--- config.mk ---
export PLATFORM = sky130hd
export DESIGN_NAME = booth_radix4_seq_mult
export DESIGN_NICKNAME = d
export VERILOG_FILES = /design/src/rtl/booth_radix4_seq_mult.sv
export SDC_FILE = /design/constraint.sdc
export NUM_CORES = 1
export LEC_CHECK = 0
export CAP_MARGIN = 20
export CORE_MARGIN = 2
export CORE_UTILIZATION = 30
export DETAILED_ROUTE_END_ITERATION = 10
export GPL_TIMING_DRIVEN = 1
export SETUP_SLACK_MARGIN = 0.3
export SLEW_MARGIN = 25
export SYNTH_ARGS = -nofsm -noshare
export SYNTH_HDL_FRONTEND = slang
export SYNTH_SLANG_ARGS = --single-unit
--- constraint.sdc ---
create_clock -name i_clk -period 6.35 [get_ports i_clk]
set_clock_uncertainty 0.1 [all_clocks]
set_input_delay 0.9525 -clock i_clk [delete_from_list [all_inputs] [get_ports i_clk]]
set_output_delay 0.9525 -clock i_clk [all_outputs]
set_load 0.005 [all_outputs]
--- src/rtl/booth_radix4_seq_mult.sv ---
// Sequential radix-4 Booth multiplier for signed two's-complement operands.
// Retires one Booth digit (two multiplier bits) per cycle, so a product takes
// WIDTH_DATA/2 cycles in CALC followed by one DONE cycle.
module booth_radix4_seq_mult #(
  parameter int unsigned WIDTH_DATA = 8
) (
  input  logic                      i_clk,
  input  logic                      i_rst,
  input  logic                      i_start,
  input  logic [WIDTH_DATA-1:0]     i_multiplicand,
  input  logic [WIDTH_DATA-1:0]     i_multiplier,
  output logic                      o_busy,
  output logic                      o_done,
  output logic [2*WIDTH_DATA-1:0]   o_product
);

  localparam int unsigned WidthProd = 2 * WIDTH_DATA;
  localparam int unsigned NumIter   = WIDTH_DATA / 2;
  localparam int unsigned WidthCnt  = $clog2(NumIter) + 1;
  localparam logic [WidthCnt-1:0] LastIter = WidthCnt'(NumIter - 1);

  typedef enum logic [1:0] {
    StIdle,
    StCalc,
    StDone
  } state_e;

  state_e                state_q;
  logic                  busy_q;
  logic                  done_q;
  logic [WidthCnt-1:0]   cnt_q;
  logic [WidthProd-1:0]  acc_q;
  logic [WidthProd-1:0]  product_q;
  // Multiplicand, sign-extended and pre-shifted by 2i for the current iteration.
  logic [WidthProd-1:0]  mcand_q;
  // Multiplier with an appended Q[-1]=0; bits [2:0] are always the active triplet.
  logic [WIDTH_DATA:0]   mplier_q;

  logic [WidthProd-1:0]  pp;
  logic [WidthProd-1:0]  acc_sum;

  // Booth digit decode; negation at full product width so -(-2^(W-1)) is exact.
  always_comb begin
    pp = '0;
    unique case (mplier_q[2:0])
      3'b000, 3'b111: pp = '0;
      3'b001, 3'b010: pp = mcand_q;
      3'b011:         pp = mcand_q << 1;
      3'b100:         pp = -(mcand_q << 1);
      3'b101, 3'b110: pp = -mcand_q;
      default:        pp = '0;
    endcase
    acc_sum = acc_q + pp;
  end

  // Control FSM and datapath registers, synchronous active-high reset.
  always_ff @(posedge i_clk) begin
    if (i_rst) begin
      state_q   <= StIdle;
      busy_q    <= 1'b0;
      done_q    <= 1'b0;
      cnt_q     <= '0;
      acc_q     <= '0;
      product_q <= '0;
      mcand_q   <= '0;
      mplier_q  <= '0;
    end else begin
      unique case (state_q)
        StIdle: begin
          if (i_start) begin
            mcand_q  <= {{WIDTH_DATA{i_multiplicand[WIDTH_DATA-1]}}, i_multiplicand};
            mplier_q <= {i_multiplier, 1'b0};
            acc_q    <= '0;
            cnt_q    <= '0;
            busy_q   <= 1'b1;
            state_q  <= StCalc;
          end
        end
        StCalc: begin
          acc_q    <= acc_sum;
          mcand_q  <= mcand_q << 2;
          mplier_q <= mplier_q >> 2;
          cnt_q    <= cnt_q + 1'b1;
          if (cnt_q == LastIter) begin
            product_q <= acc_sum;
            done_q    <= 1'b1;
            state_q   <= StDone;
          end
        end
        StDone: begin
          done_q  <= 1'b0;
          busy_q  <= 1'b0;
          state_q <= StIdle;
        end
        default: begin
          done_q  <= 1'b0;
          busy_q  <= 1'b0;
          state_q <= StIdle;
        end
      endcase
    end
  end

  assign o_busy    = busy_q;
  assign o_done    = done_q;
  assign o_product = product_q;

endmodule

==> flow_metrics.py <==
metrics = {
    "status": {
        "status": "finished clean",
    },
    "synthesis": {
        "synth_area_um2": 4060,
        "yosys_warnings": 0,
        "ys_seq_area_share_pct": 31.6,
        "synth_edf_count": 0,
        "synth_cells": 549,
        "synth_seq_cells": 64,
        "synth_nets": 587,
        "ys_async_sr_fraction_pct": 0,
        "synthFlopType": "dfxtp_1",
        "synth_cell_types": 54,
        "postSynthAreaPerCell_um2": 7.39,
    },
    "cts": {
        "cts_resized": 0,
        "cts.path.max_buffers": 2,
        "cts_max_level": 3,
        "root_buffer": "clkbuf_16",
        "cts_setup_buffers": 0,
        "clock-sinks": 64,
        "cts_tree": "yes",
        "cts_buffers": 9,
        "ctsHoldBuffers": 0,
        "clk_pin_slew_ns": 0.06,
        "clk_latency_ns": 0.34,
    },
    "cells_and_area": {
        "multi_input_area_um2": 2550,
        "nFillCells": 1425,
        "area_growth_pct": 18.5,
        "stdcell_count": 738,
        "finalNetCount": 596,
        "n_antenna_cell": 0,
        "regArea_um2": 1280,
        "drive_above_1_share_pct": 5.69,
    },
    "global_routing": {
        "grt_pass1_vias": 3880,
        "grt_pass1_wl_um": 19000,
        "antenna_found_initial": 0,
        "overflow": 0,
        "track_usage_pct": 16.2,
        "grt_start_max_net_pins": 50,
    },
    "detailed_routing": {
        "ant_nets": 0,
        "via_count": 4004,
        "dr.pass1.iters": 4,
        "wl_met2_um": 5010,
        "route.met3.wl_um": 680,
        "via_per_inst": 5.43,
        "wl_met1_um": 5350,
        "wl_um": 11200,
        "post_drt_wl_per_cell_um": 15.2,
        "highest_layer": "met4",
        "drtIter0Drc": 285,
        "drc": 0,
    },
    "sta": {
        "setup_violations": 0,
        "finalSetupTns_ns": 0,
        "grt_setup_unrepaired": "no",
        "hold_viol_final": 0,
        "fin_ws_ns": 1.79,
        "tightest_slew_ns": 0.939,
        "slew-limit-headroom_pct": 37.4,
        "finalCritPeriodShare_pct": 71.8,
        "layout_min_cycle_time_ns": 4.56,
        "maxSlewViolCount": 0,
        "max_freq_mhz": 219,
        "holdWs_ns": 0.350,
    },
    "floorplanning": {
        "core_um2": 13200,
        "io_pins": 37,
        "die_w_um": 120,
        "die_h_um": 120,
        "rows": 42,
        "die-area_um2": 14500,
        "start_util_pct": 30.7,
    },
    "power": {
        "p_leak_nw": 1.80,
        "p_per_area_nw_per_um2": 248,
        "max-vdd-ir-drop_mv": 0.113,
        "total_power_mw": 1.19,
    },
    "placement": {
        "dp.cells": 723,
        "pre_cts_slack_ns": 1.96,
        "dpl.hpwl_um": 7630,
        "place_congestion": 0.878,
        "io_buffers": 36,
    },
    "critical_path": {
        "slowest_delay_ns": 0.54,
        "worst_r2r_endpoint": "o_product[15]$_SDFFE_PP0P_",
        "crit_fanout": 8,
        "crit_path_top_delay_cell": "nor3b_1",
        "crit_required_ns": 6.53,
        "worst-r2r-cell-count": 16,
        "endpoint_kind": "flop",
        "regToRegStartpoint": "mcand_q[1]$_SDFFE_PP0P_",
        "critical_path_class": "flop to flop",
        "start_kind": "flop",
        "reg2reg_setup_slack_ns": 1.79,
        "cp_cell_sequence": "inv_1 -> ha_1 -> nor3b_1 -> nand2_1 -> or4_1 -> nand2_1 -> xnor2_1 -> a221oi_1 -> nor2_1 -> ha_1 -> nand3_1 -> or3_1 -> o21ai_1 -> nor4b_1 -> o21ai_0 -> nand3_1",
        "arrival_ns": 4.74,
    },
    "min_path": {
        "hold_end": "o_product[11]$_SDFFE_PP0P_",
        "holdCritStartpoint": "o_product[11]$_SDFFE_PP0P_",
        "min_path_type": "flop to flop",
        "hold_depth": 2,
    },
    "job": {
        "maxCapViolCount": 0,
    },
}
[layout make-up]
type / instances / area share [%]
Clock inverter: 4 / 0.937
Multi-Input combinational cell: 425 / 53.1
Sequential cell: 64 / 26.6
Tap cell: 176 / 4.58
Clock buffer: 11 / 5.05
Timing Repair Buffer: 44 / 8.64
Inverter: 14 / 1.09
[synthesized netlist by cell type (all sizes together) (3+ instances only)]
cell type | n | share of area, %
or3 | 4 | 0.74
o211ai | 4 | 0.74
or4 | 3 | 0.74
buf | 6 | 0.59
ha | 18 | 5.5
nor2 | 73 | 6.8
o21ai | 30 | 3.7
a31oi | 4 | 0.62
a221oi | 18 | 4.0
nand2b | 4 | 0.62
inv | 14 | 1.3
a22oi | 16 | 3.0
dfxtp | 64 | 32
nor4 | 6 | 0.92
a21oi | 47 | 5.8
xnor2 | 23 | 5.0
a311oi | 13 | 2.8
xor2 | 9 | 1.9
nor2b | 7 | 1.1
a21o | 5 | 0.92
a211oi | 6 | 1.1
nand3 | 7 | 0.86
nand2 | 86 | 8.0
clkbuf | 40 | 3.7
nor3 | 10 | 1.2
[cells by family (layout without fill, tap and decap cells)]
kind of cell,after synthesis,count (layout),share of synthesized area [%]
DFF,64,64,31.6
AOI/OAI and AO/OA,159,159,26.1
and+or+nand+nor,212,212,23.1
muxes,3,3,0.771
xor gates and xnor gates,32,32,6.91
buffers and inverters,60,73,5.58
adders and majority gates,19,19,6.04
[registers in the layout, summed over array words and instances, names as in the netlist]
name       cells
o_busy         1
o_done         1
acc_q         16
mplier_q       9
state_q        2
cnt_q          3
o_product     16
mcand_q       16
[metal layers]
layer  up-vias  GRT usage [%]
met5         -              0
met4         0           5.09
met3        18           4.67
met2       119           25.5
met1      1895           21.4
li1       1972              -
[worst max-delay path by stage]
stage | endpoint | start | cells past startpoint | slack, ns
after CTS | o_product[15]$_SDFFE_PP0P_ | mcand_q[1]$_SDFFE_PP0P_ | 16 | 1.92
after global placement | o_product[15]$_SDFFE_PP0P_ | mcand_q[2]$_SDFFE_PP0P_ | 14 | 2.13
after detailed placement | acc_q[15]$_SDFFE_PP0P_ | mcand_q[1]$_SDFFE_PP0P_ | 16 | 1.96
final | o_product[15]$_SDFFE_PP0P_ | mcand_q[1]$_SDFFE_PP0P_ | 16 | 1.79
after floorplan | o_product[15]$_SDFFE_PP0P_ | mcand_q[0]$_SDFFE_PP0P_ | 15 | 2.33
after global routing | acc_q[15]$_SDFFE_PP0P_ | mcand_q[1]$_SDFFE_PP0P_ | 16 | 1.53
[critical path, delay by kind of cell (launching register included)]
family	cells	cell delay, ns
AND/OR/NAND/NOR	9	2.31
AO/OA/AOI/OAI	3	0.87
adder cells (fa/ha/maj)	2	0.63
flip-flops	1	0.36
buffers and inverters	1	0.14
XOR/XNOR	1	0.09
[through the flow]
step                      utilization, %  cell area, µm²
final                               36.3            4810
after global placement              34.1            4520
after CTS                           36.3            4810
after detailed placement            34.1            4520
after floorplan                        -            4060
after global routing                36.3            4810
[report_power, final]
group / switching, mW / leakage [nW] / total (mW) / internal, mW
combinational: 0.155 / 1.13 / 0.258 / 0.102
clock: 0.181 / 0.145 / 0.491 / 0.310
sequential: 0.0262 / 0.521 / 0.446 / 0.420
total: 0.362 / 1.80 / 1.19 / 0.832
[layout by cell type (no fill, tap or decap), types with 7 or more instances in the layout]
cell type,instances
a311oi_1,13
a221oi_1,17
buf_4,8
clkdlybuf4s50_1,35
clkbuf_16,9
nand3_1,7
inv_1,14
xor2_1,9
xnor2_1,23
dfxtp_1,64
a21oi_1,47
a22oi_1,16
nand2_1,85
nor2_1,73
nor3_1,10
o21ai_0,29
ha_1,18
nor2b_1,7
Note: power is estimated with default switching activity, not from simulation.
